==> config.mk <==
export PLATFORM = sky130hd
export DESIGN_NAME = stopwatch_ctrl
export DESIGN_NICKNAME = d
export VERILOG_FILES = /design/src/rtl/stopwatch_ctrl.sv
export SDC_FILE = /design/constraint.sdc
export NUM_CORES = 1
export LEC_CHECK = 0
export ABC_AREA = 1
export ABC_CLOCK_PERIOD_IN_PS = 4550
export CAP_MARGIN = 10
export CORE_ASPECT_RATIO = 0.5
export CORE_MARGIN = 2
export CORE_UTILIZATION = 45
export DETAILED_ROUTE_END_ITERATION = 8
export PLACE_DENSITY_LB_ADDON = 0.1
export SLEW_MARGIN = 10
export SYNTH_ARGS = -nofsm -noshare
export SYNTH_HDL_FRONTEND = slang
export SYNTH_SLANG_ARGS = --single-unit
==> constraint.sdc <==
create_clock -name clk -period 4.55 [get_ports clk]
set_clock_uncertainty 0.2 [all_clocks]
set_input_delay 0.6825 -clock clk [delete_from_list [all_inputs] [get_ports clk]]
set_output_delay 0.6825 -clock clk [all_outputs]
set_load 0.1 [all_outputs]
==> src/rtl/stopwatch_ctrl.sv <==
// Stopwatch timebase: free-running 1 Hz / 2 Hz prescaler, run/pause/adjust FSM
// and a BCD MM:SS counter. All outputs are registered.
module stopwatch_ctrl #(
   parameter int CYCLES_PER_SEC = 4,
   parameter int CNT_W          = 32
) (
   input  logic       clk,
   input  logic       reset,
   input  logic       btn_pause,
   input  logic       btn_rst,
   input  logic       adj,
   input  logic       sel,
   output logic [3:0] min_tens,
   output logic [3:0] min_ones,
   output logic [3:0] sec_tens,
   output logic [3:0] sec_ones,
   output logic       running,
   output logic       blink
);

   localparam logic [1:0] S_IDLE   = 2'd0;
   localparam logic [1:0] S_RUN    = 2'd1;
   localparam logic [1:0] S_PAUSE  = 2'd2;
   localparam logic [1:0] S_ADJUST = 2'd3;

   localparam logic [CNT_W-1:0] CNT_LAST = CNT_W'(CYCLES_PER_SEC - 1);
   localparam logic [CNT_W-1:0] CNT_HALF = CNT_W'(CYCLES_PER_SEC / 2 - 1);

   logic [1:0]       state, state_nxt;
   logic [CNT_W-1:0] count;
   logic             tick_1hz, tick_2hz;
   logic [3:0]       mt_n, mo_n, st_n, so_n;
   logic             c0, c1, c2, c3;

   assign tick_1hz = (count == CNT_LAST);
   assign tick_2hz = tick_1hz || (count == CNT_HALF);

   // Returns {wrapped, next digit}; a digit at its limit wraps to 0.
   function automatic logic [4:0] bcd_inc(input logic [3:0] d, input logic [3:0] lim);
      bcd_inc = (d == lim) ? {1'b1, 4'd0} : {1'b0, d + 4'd1};
   endfunction

   // btn_rst is handled in the register block; adj outranks btn_pause here.
   always_comb begin
      state_nxt = state;
      if (adj)
         state_nxt = S_ADJUST;
      else if (state == S_ADJUST)
         state_nxt = S_PAUSE;
      else if (btn_pause) begin
         case (state)
            S_IDLE, S_PAUSE: state_nxt = S_RUN;
            S_RUN:           state_nxt = S_PAUSE;
            default:         state_nxt = state;
         endcase
      end
   end

   always_comb begin
      // NOTE: every output of this block gets a default first so no path
      // leaves a value unassigned, which would otherwise infer a latch.
      mt_n = min_tens;
      mo_n = min_ones;
      st_n = sec_tens;
      so_n = sec_ones;
      c0   = 1'b0;
      c1   = 1'b0;
      c2   = 1'b0;
      c3   = 1'b0;
      if (state == S_RUN && tick_1hz) begin
         {c0, so_n} = bcd_inc(sec_ones, 4'd9);
         if (c0) begin
            {c1, st_n} = bcd_inc(sec_tens, 4'd5);
            if (c1) begin
               {c2, mo_n} = bcd_inc(min_ones, 4'd9);
               if (c2)
                  {c3, mt_n} = bcd_inc(min_tens, 4'd9);
            end
         end
      end else if (state == S_ADJUST && tick_2hz) begin
         if (sel) begin
            {c0, so_n} = bcd_inc(sec_ones, 4'd9);
            if (c0)
               {c1, st_n} = bcd_inc(sec_tens, 4'd5);
         end else begin
            {c2, mo_n} = bcd_inc(min_ones, 4'd9);
            if (c2)
               {c3, mt_n} = bcd_inc(min_tens, 4'd9);
         end
      end
   end

   // NOTE: sequential state uses non-blocking assignments so every register
   // samples pre-edge values, independent of statement order.
   always_ff @(posedge clk) begin
      if (reset || btn_rst) begin
         min_tens <= 4'd0;
         min_ones <= 4'd0;
         sec_tens <= 4'd0;
         sec_ones <= 4'd0;
         count    <= '0;
         state    <= S_IDLE;
         running  <= 1'b0;
         blink    <= 1'b1;
      end else begin
         min_tens <= mt_n;
         min_ones <= mo_n;
         sec_tens <= st_n;
         sec_ones <= so_n;
         count    <= tick_1hz ? '0 : count + CNT_W'(1);
         state    <= state_nxt;
         running  <= (state_nxt == S_RUN);
         if (state_nxt != S_ADJUST || state != S_ADJUST)
            blink <= 1'b1;
         else if (tick_2hz)
            blink <= ~blink;
      end
   end

endmodule

-- Yosys cells after proc, flatten, opt, wreduce, memory -nomap -nowiden
Cells that the tools add are included.
- input bits: 6
- logic and storage cells: 68
- register bits: 52
- output and inout bits: 18
- equal/unequal tests: 15
- add/subtract/negate cells: 5
- mux-type cells: 26
- reductions and logical operators: 13
- bitwise logic cells: 1
- operator list (cell ; count):
    $mux W4 ; 19
    $add A32 B1 Y32 const B ; 1
    $eq A32 B1 Y1 const B ; 1
    $eq A32 B2 Y1 const B ; 1
    $add A4 B1 Y4 const B ; 4
    $mux W5 ; 3
    $eq A4 B4 Y1 const B ; 3
    $mux W2 ; 3
    $ne A2 B1 Y1 const B ; 3
    $reduce_or A2 Y1 ; 3
    $eq A2 B1 Y1 const B ; 2
    $eq A2 B2 Y1 const B ; 2
    $eq A4 B3 Y1 const B ; 1
    $ne A2 B2 Y1 const B ; 2
    $pmux W2 S2 ; 1
    $reduce_and A4 Y1 ; 1
    $reduce_bool A2 Y1 ; 2
    $logic_or A1 B1 Y1 ; 3
    $logic_and A1 B1 Y1 ; 2
    $logic_not A2 Y1 ; 1
    $reduce_and A2 Y1 ; 1
    $not A1 Y1 ; 1

-- Logic depth before layout (Yosys ltp)
Gate-level depths: netlist of run 1.
- depth after elaboration: 9
- gate-level depth with buffers: 15
- mapped depth without buffers: 15

-- Worst setup path before layout of run 1
OpenSTA, ideal clock, no wires.
- path kind: register to register
- from: register min_ones[3]
- to: register min_tens[1]
- arrival time: 2108 ps
- cell stages (with the launch flop): 8
- data required time: 4232 ps
- slack: 2124 ps
- path buffers: 0
- cells stage by stage: dfxtp_1 > inv_1 > nor4_1 > nand2_1 > nand2_1 > nand2_1 > nand2_1 > nand2_1
- longest elaborated chain between the ends: 6
- ends and longest elaborated chain (what ; RTL line ; source):
    from (decl) ; 14 ; output logic [3:0] min_ones,
    from (signal assigned) ; 107 ; min_ones <= mo_n;
    $eq A4 B4 Y1 * ; 40 ; bcd_inc = (d == lim) ? {1'b1, 4'd0} : {1'b0, d + 4'd1};
    $mux W5 * ; 40 ;
    $mux W4 * ; n/a ;
    $mux W4 (on tied branches) (2 in series) ; n/a ;
    $mux W4 * ; n/a ;
    to (signal assigned) ; 106 ; min_tens <= mt_n;
    to (decl) ; 13 ; output logic [3:0] min_tens,
Every way passes the cells marked *; elsewhere a longest branch is shown, timed or not. The select of a mux whose other input is x is not followed.
A chain may end at the register's enable or synchronous reset.

-- Worst setup path in the final report of run 1
- from: register sec_ones[0]
- to: output port sec_ones[0]
- RTL lines (what ; RTL line ; source):
    from (decl) ; 16 ; output logic [3:0] sec_ones,
    from (signal assigned) ; 109 ; sec_ones <= so_n;
No word-level cell between the ends.

==> results.sh, run 1 <==
export IMPL_outcome="completed"
export IMPL_path_buf_inv=1
export IMPL_drive_above_1_share_pct=8.48
export IMPL_drv_cap=0
export IMPL_yosys_warnings=0
export IMPL_hold_violations=0
export IMPL_rsz0062_at_grt="no"
export IMPL_cp_slowest_stage_delay_ns=1.17
export IMPL_fin_nets=467
export IMPL_start_util_pct=46.7
export IMPL_row_count=20
export IMPL_place_ws_ns=2.09
export IMPL_post_cts_setup_buffer_count=0
export IMPL_cp_max_fo=7
export IMPL_h_tree_depth=2
export IMPL_synthDistinctLibCells=37
export IMPL_r2r_slack_ns=2.43
export IMPL_firstDrtPassIters=4
export IMPL_netlist_instances=432
export IMPL_path_cells="clkdlybuf4s50_1"
export IMPL_start_kind="register"
export IMPL_layout_common_cells="nand2_1, inv_1, nor2_1"
export IMPL_slew_headroom_pct=31.0
export IMPL_maxSlewViolCount=0
export IMPL_cp_top_family="buffers and inverters"
export IMPL_antenna_cells=0
export IMPL_cts_sinks=52
export IMPL_async_flop_share_pct=0
export IMPL_crit_slowest_cell="clkdlybuf4s50_1"
export IMPL_ctsResizeCount=0
export IMPL_seqCellArea_sq_mm=0.00104
export IMPL_vias_per_cell=4.92
export IMPL_clock_latency_ns=0.30
export IMPL_fillCellCount=637
export IMPL_die_y_microns=60.3
export IMPL_die_w_microns=117
export IMPL_final_common_cell="nand2_1"
export IMPL_crit_required_ns=3.67
export IMPL_ys_seq_area_share_pct=36.5
export IMPL_cts_tree="done"
export IMPL_gp_congestion=0.858
export IMPL_clk_path_buf_depth=2
export IMPL_area_growth_pct=16.5
export IMPL_tightest_slew_ns=1.03
export IMPL_finalSetupViolCount=0
export IMPL_initialDrtViolationCount=211
export IMPL_dominantRegCellSynth="dfxtp_1"
export IMPL_syn_nets=440
export IMPL_multi_input_area_sq_mm=0.00153
export IMPL_vias=2695
export IMPL_grt_max_degree=20
export IMPL_numPortBuffers=23
export IMPL_clk_pin_slew_ns=0.07
export IMPL_crit_arrival_ns=1.91
export IMPL_die_area_sq_mm=0.00703
export IMPL_overflow=0
export IMPL_antenna_found_initial=0
export IMPL_critPathKind="register to output port"
export IMPL_syn_area_per_cell_sq_um=6.61
export IMPL_endpoint_kind="output port"
export IMPL_max_freq_ghz=0.359
export IMPL_p_leak_nw=1.34
export IMPL_postCtsHoldBufs=0
export IMPL_first_global_vias=2389
export IMPL_grt_pass1_wl_mm=10.7
export IMPL_period_minus_slack_ns=2.79
export IMPL_hp_class="register to register"
export IMPL_power_density_mw_per_mm2=265
export IMPL_ir_worst_vdd_uv=149
export IMPL_clockRootBuffer="clkbuf_16"
export IMPL_fin_ws_ns=1.76
export IMPL_drtAntennaViolNets=0
export IMPL_boundaryPins=24
export IMPL_wire_per_inst_microns=11.5
export IMPL_post_dp_hpwl_mm=4.77
export IMPL_drc_errors=0
export IMPL_grtUsageTotal_pct=19.8
export IMPL_ys_seq_elements=52
export IMPL_synth_edf_count=0
export IMPL_numCtsBuffers=5
export IMPL_fin_tns_setup_ns=0
export IMPL_fin_crit_sh_pct=61.3
export IMPL_fp_coreArea_sq_mm=0.00611
export IMPL_route_final_wire_length_mm=6.28
export IMPL_syn_area_sq_mm=0.00285
[path summary, 6_finish.rpt]
path,from,to,cells past startpoint
worst min-delay path,count[0],count[0],1
worst max-delay path,sec_ones[0],sec_ones[0],1
worst max register to register,count[0],count[25],8
worst min register to register,count[0],count[0],1
[Yosys cell counts (all sizes together) (2+ instances only)]
library cell / instances / share of area (%)
inv: 68 / 8.9
a211oi: 2 / 0.53
o21a: 2 / 0.53
a21boi: 2 / 0.53
ha: 2 / 0.88
xor2: 9 / 2.8
nand2: 117 / 16
xnor2: 4 / 1.2
nor4: 6 / 1.3
nor3: 22 / 4.0
dfxtp: 52 / 36
o21ai: 9 / 2.0
nor2: 71 / 11
a21oi: 20 / 3.5
or2: 2 / 0.44
nand4: 6 / 1.3
buf: 3 / 0.75
nand3: 28 / 5.9
[per-stage QoR]
step	cell area (sq um)	utilization (%)	power, mW	hold WS, ns	cells
6_report	3320	54.4	0.881	0.272	548
5_1_grt	3320	54.4	0.909	0.285	548
4_1_cts	3320	54.4	0.895	0.275	548
3_5_place_dp	3180	52.0	0.504	0.257	540
3_3_place_gp	3180	52.0	0.504	0.242	540
2_1_floorplan	2850	-	0.493	0.233	432
[state kept, by name, summed over array words and instances, names as in the netlist]
name / flops
blink: 1
sec_ones: 4
sec_tens: 4
state: 2
min_ones: 4
min_tens: 4
count: 32
running: 1
[logic make-up after synthesis]
family,share of synthesized area (%)
simple gates,41.0
compound gates,7.85
fa+ha+maj,0.877
xor+xnor,3.99
flops,36.5
buf+inv,9.82
[power by group]
group	switching, mW	internal (mW)	leakage [nW]
registers	0.00193	0.457	0.420
logic	0.0225	0.0120	0.848
clock network	0.181	0.206	0.0742
[per-layer routing]
metal	share of wire, %	vias up	global-route usage, %	wire (microns)
met1	50	1204	26.2	3120
li1	-	1417	-	-
met5	0	-	0	0
met4	1.4	0	7.23	91
met2	43	66	32.1	2720
met3	5.7	8	4.97	355
[layout make-up]
cell class                 instances  area share, %
multi-input combinational        308           46.1
sequential                        52           31.3
inverter                          68           7.68
timing repair buffer              24           7.15
clock buffer                       5           3.76
tap                               88           3.31
clock inverter                     3          0.677
Note: power is estimated with default switching activity, not from simulation.
==> run 2, diff against run 1 <==
Settings changed: ABC_CLOCK_PERIOD_IN_PS 4550 to 2600.
Clock period 4.55 ns to 2.6 ns, I/O delays scaled along.
==> results.sh, run 2 (synthesized netlist as in run 1, its figures left out) <==
export IMPL_vias_per_cell=4.92
export IMPL_clk_path_buf_depth=2
export IMPL_antenna_cells=0
export IMPL_fillCellCount=633
export IMPL_overflow=0
export IMPL_route_final_wire_length_mm=6.18
export IMPL_p_leak_nw=1.38
export IMPL_hp_class="register to register"
export IMPL_clockRootBuffer="clkbuf_16"
export IMPL_drc_errors=0
export IMPL_reg2reg_to="count[14]"
export IMPL_max_freq_ghz=0.465
export IMPL_hold_depth=1
export IMPL_place_ws_ns=0.456
export IMPL_r2r_slack_ns=0.45
export IMPL_drv_cap=0
export IMPL_gp_congestion=0.864
export IMPL_layout_common_cells="nand2_1, inv_1, nor2_1"
export IMPL_ir_worst_vdd_uv=252
export IMPL_largest_reg_flops=32
export IMPL_endpoint_kind="register"
export IMPL_fp_coreArea_sq_mm=0.00611
export IMPL_die_w_microns=117
export IMPL_cts_tree="done"
export IMPL_tightest_slew_ns=0.563
export IMPL_holdPathEnd="count[0]"
export IMPL_cts_sinks=52
export IMPL_rsz0062_at_grt="no"
export IMPL_final_common_cell="nand2_1"
export IMPL_drtAntennaViolNets=0
export IMPL_grt_pass1_wl_mm=10.3
export IMPL_fin_crit_sh_pct=82.8
export IMPL_start_util_pct=46.7
export IMPL_row_count=20
export IMPL_area_growth_pct=15.2
export IMPL_hold_violations=0
export IMPL_grtUsageTotal_pct=18.8
export IMPL_initialDrtViolationCount=139
export IMPL_postCtsHoldBufs=0
export IMPL_grt_max_degree=20
export IMPL_reg2reg_depth=8
export IMPL_finalCoreUtilization_pct=53.9
export IMPL_finalSetupViolCount=0
export IMPL_period_minus_slack_ns=2.15
export IMPL_boundaryPins=24
export IMPL_crit_arrival_ns=2.13
export IMPL_die_area_sq_mm=0.00703
export IMPL_h_tree_depth=2
export IMPL_antenna_found_initial=0
export IMPL_ctsResizeCount=0
export IMPL_outcome="completed"
export IMPL_r2r_start="count[0]"
export IMPL_drive_above_1_share_pct=12.6
export IMPL_top_register="count"
export IMPL_maxSlewViolCount=0
export IMPL_fin_ws_ns=0.448
export IMPL_post_dp_hpwl_mm=4.69
export IMPL_numCtsBuffers=5
export IMPL_first_global_vias=2431
export IMPL_clk_pin_slew_ns=0.07
export IMPL_hp_start="count[0]"
export IMPL_die_y_microns=60.3
export IMPL_power_density_mw_per_mm2=464
export IMPL_vias=2699
export IMPL_fin_nets=468
export IMPL_firstDrtPassIters=4
export IMPL_fin_tns_setup_ns=0
export IMPL_wire_per_inst_microns=11.2
export IMPL_post_cts_setup_buffer_count=0
export IMPL_clock_latency_ns=0.29
export IMPL_critPathKind="register to register"
export IMPL_cp_max_fo=19
export IMPL_numPortBuffers=23
export IMPL_start_kind="register"
export IMPL_crit_path_start="count[0]"
export IMPL_crit_required_ns=2.58
export IMPL_hold_slack_ns=0.266
export IMPL_slew_headroom_pct=62.3
==> run 2: worst max-delay path: stages (launching register included) <==
cell	delay (ns)
dfxtp_1	0.38
ha_1	0.23
nand2_1	0.07
nor2_1	0.12
nand2_2	0.10
o21ai_4	0.49
inv_2	0.24
o21ai_0	0.13
a21oi_1	0.05
==> run 2: how the worst max path moves through the flow <==
stage / depth (start not counted) / end / slack [ns]
floorplan: 7 / min_tens[1] / 0.17
global placement: 7 / count[14] / 0.49
detailed placement: 8 / count[14] / 0.46
CTS: 8 / count[14] / 0.44
global route: 12 / count[24] / 0.28
finish: 8 / count[14] / 0.45
==> run 2: cell type report <==
type | instances | area, sq um | area share (%)
tap | 88 | 110 | 3.35
clock buffer | 6 | 139 | 4.22
sequential | 52 | 1040 | 31.7
inverter | 68 | 255 | 7.76
timing repair buffer | 25 | 200 | 6.09
multi-input combinational | 308 | 1530 | 46.6
clock inverter | 2 | 10.0 | 0.304
==> run 2: report_power, final <==
part | internal [mW] | switching [mW] | leakage [nW]
clock | 0.380 | 0.283 | 0.0766
combinational | 0.0207 | 0.0392 | 0.888
sequential | 0.801 | 0.00329 | 0.420
==> run 2: metrics by stage <==
stage | cells | power, mW | area [sq um]
final | 549 | 1.53 | 3290
after global placement | 541 | 0.881 | 3140
after CTS | 549 | 1.55 | 3290
after global routing | 549 | 1.60 | 3290
after floorplan | 432 | 0.863 | 2850
after detailed placement | 541 | 0.883 | 3140
==> run 2: routing by layer <==
layer,up-vias,global-route usage (%),share of wire [%]
li1,1414,-,-
met1,1223,23.3,50
met2,54,32.7,45
met3,8,4.97,4.5
met4,0,5.71,0.76
met5,-,0,0
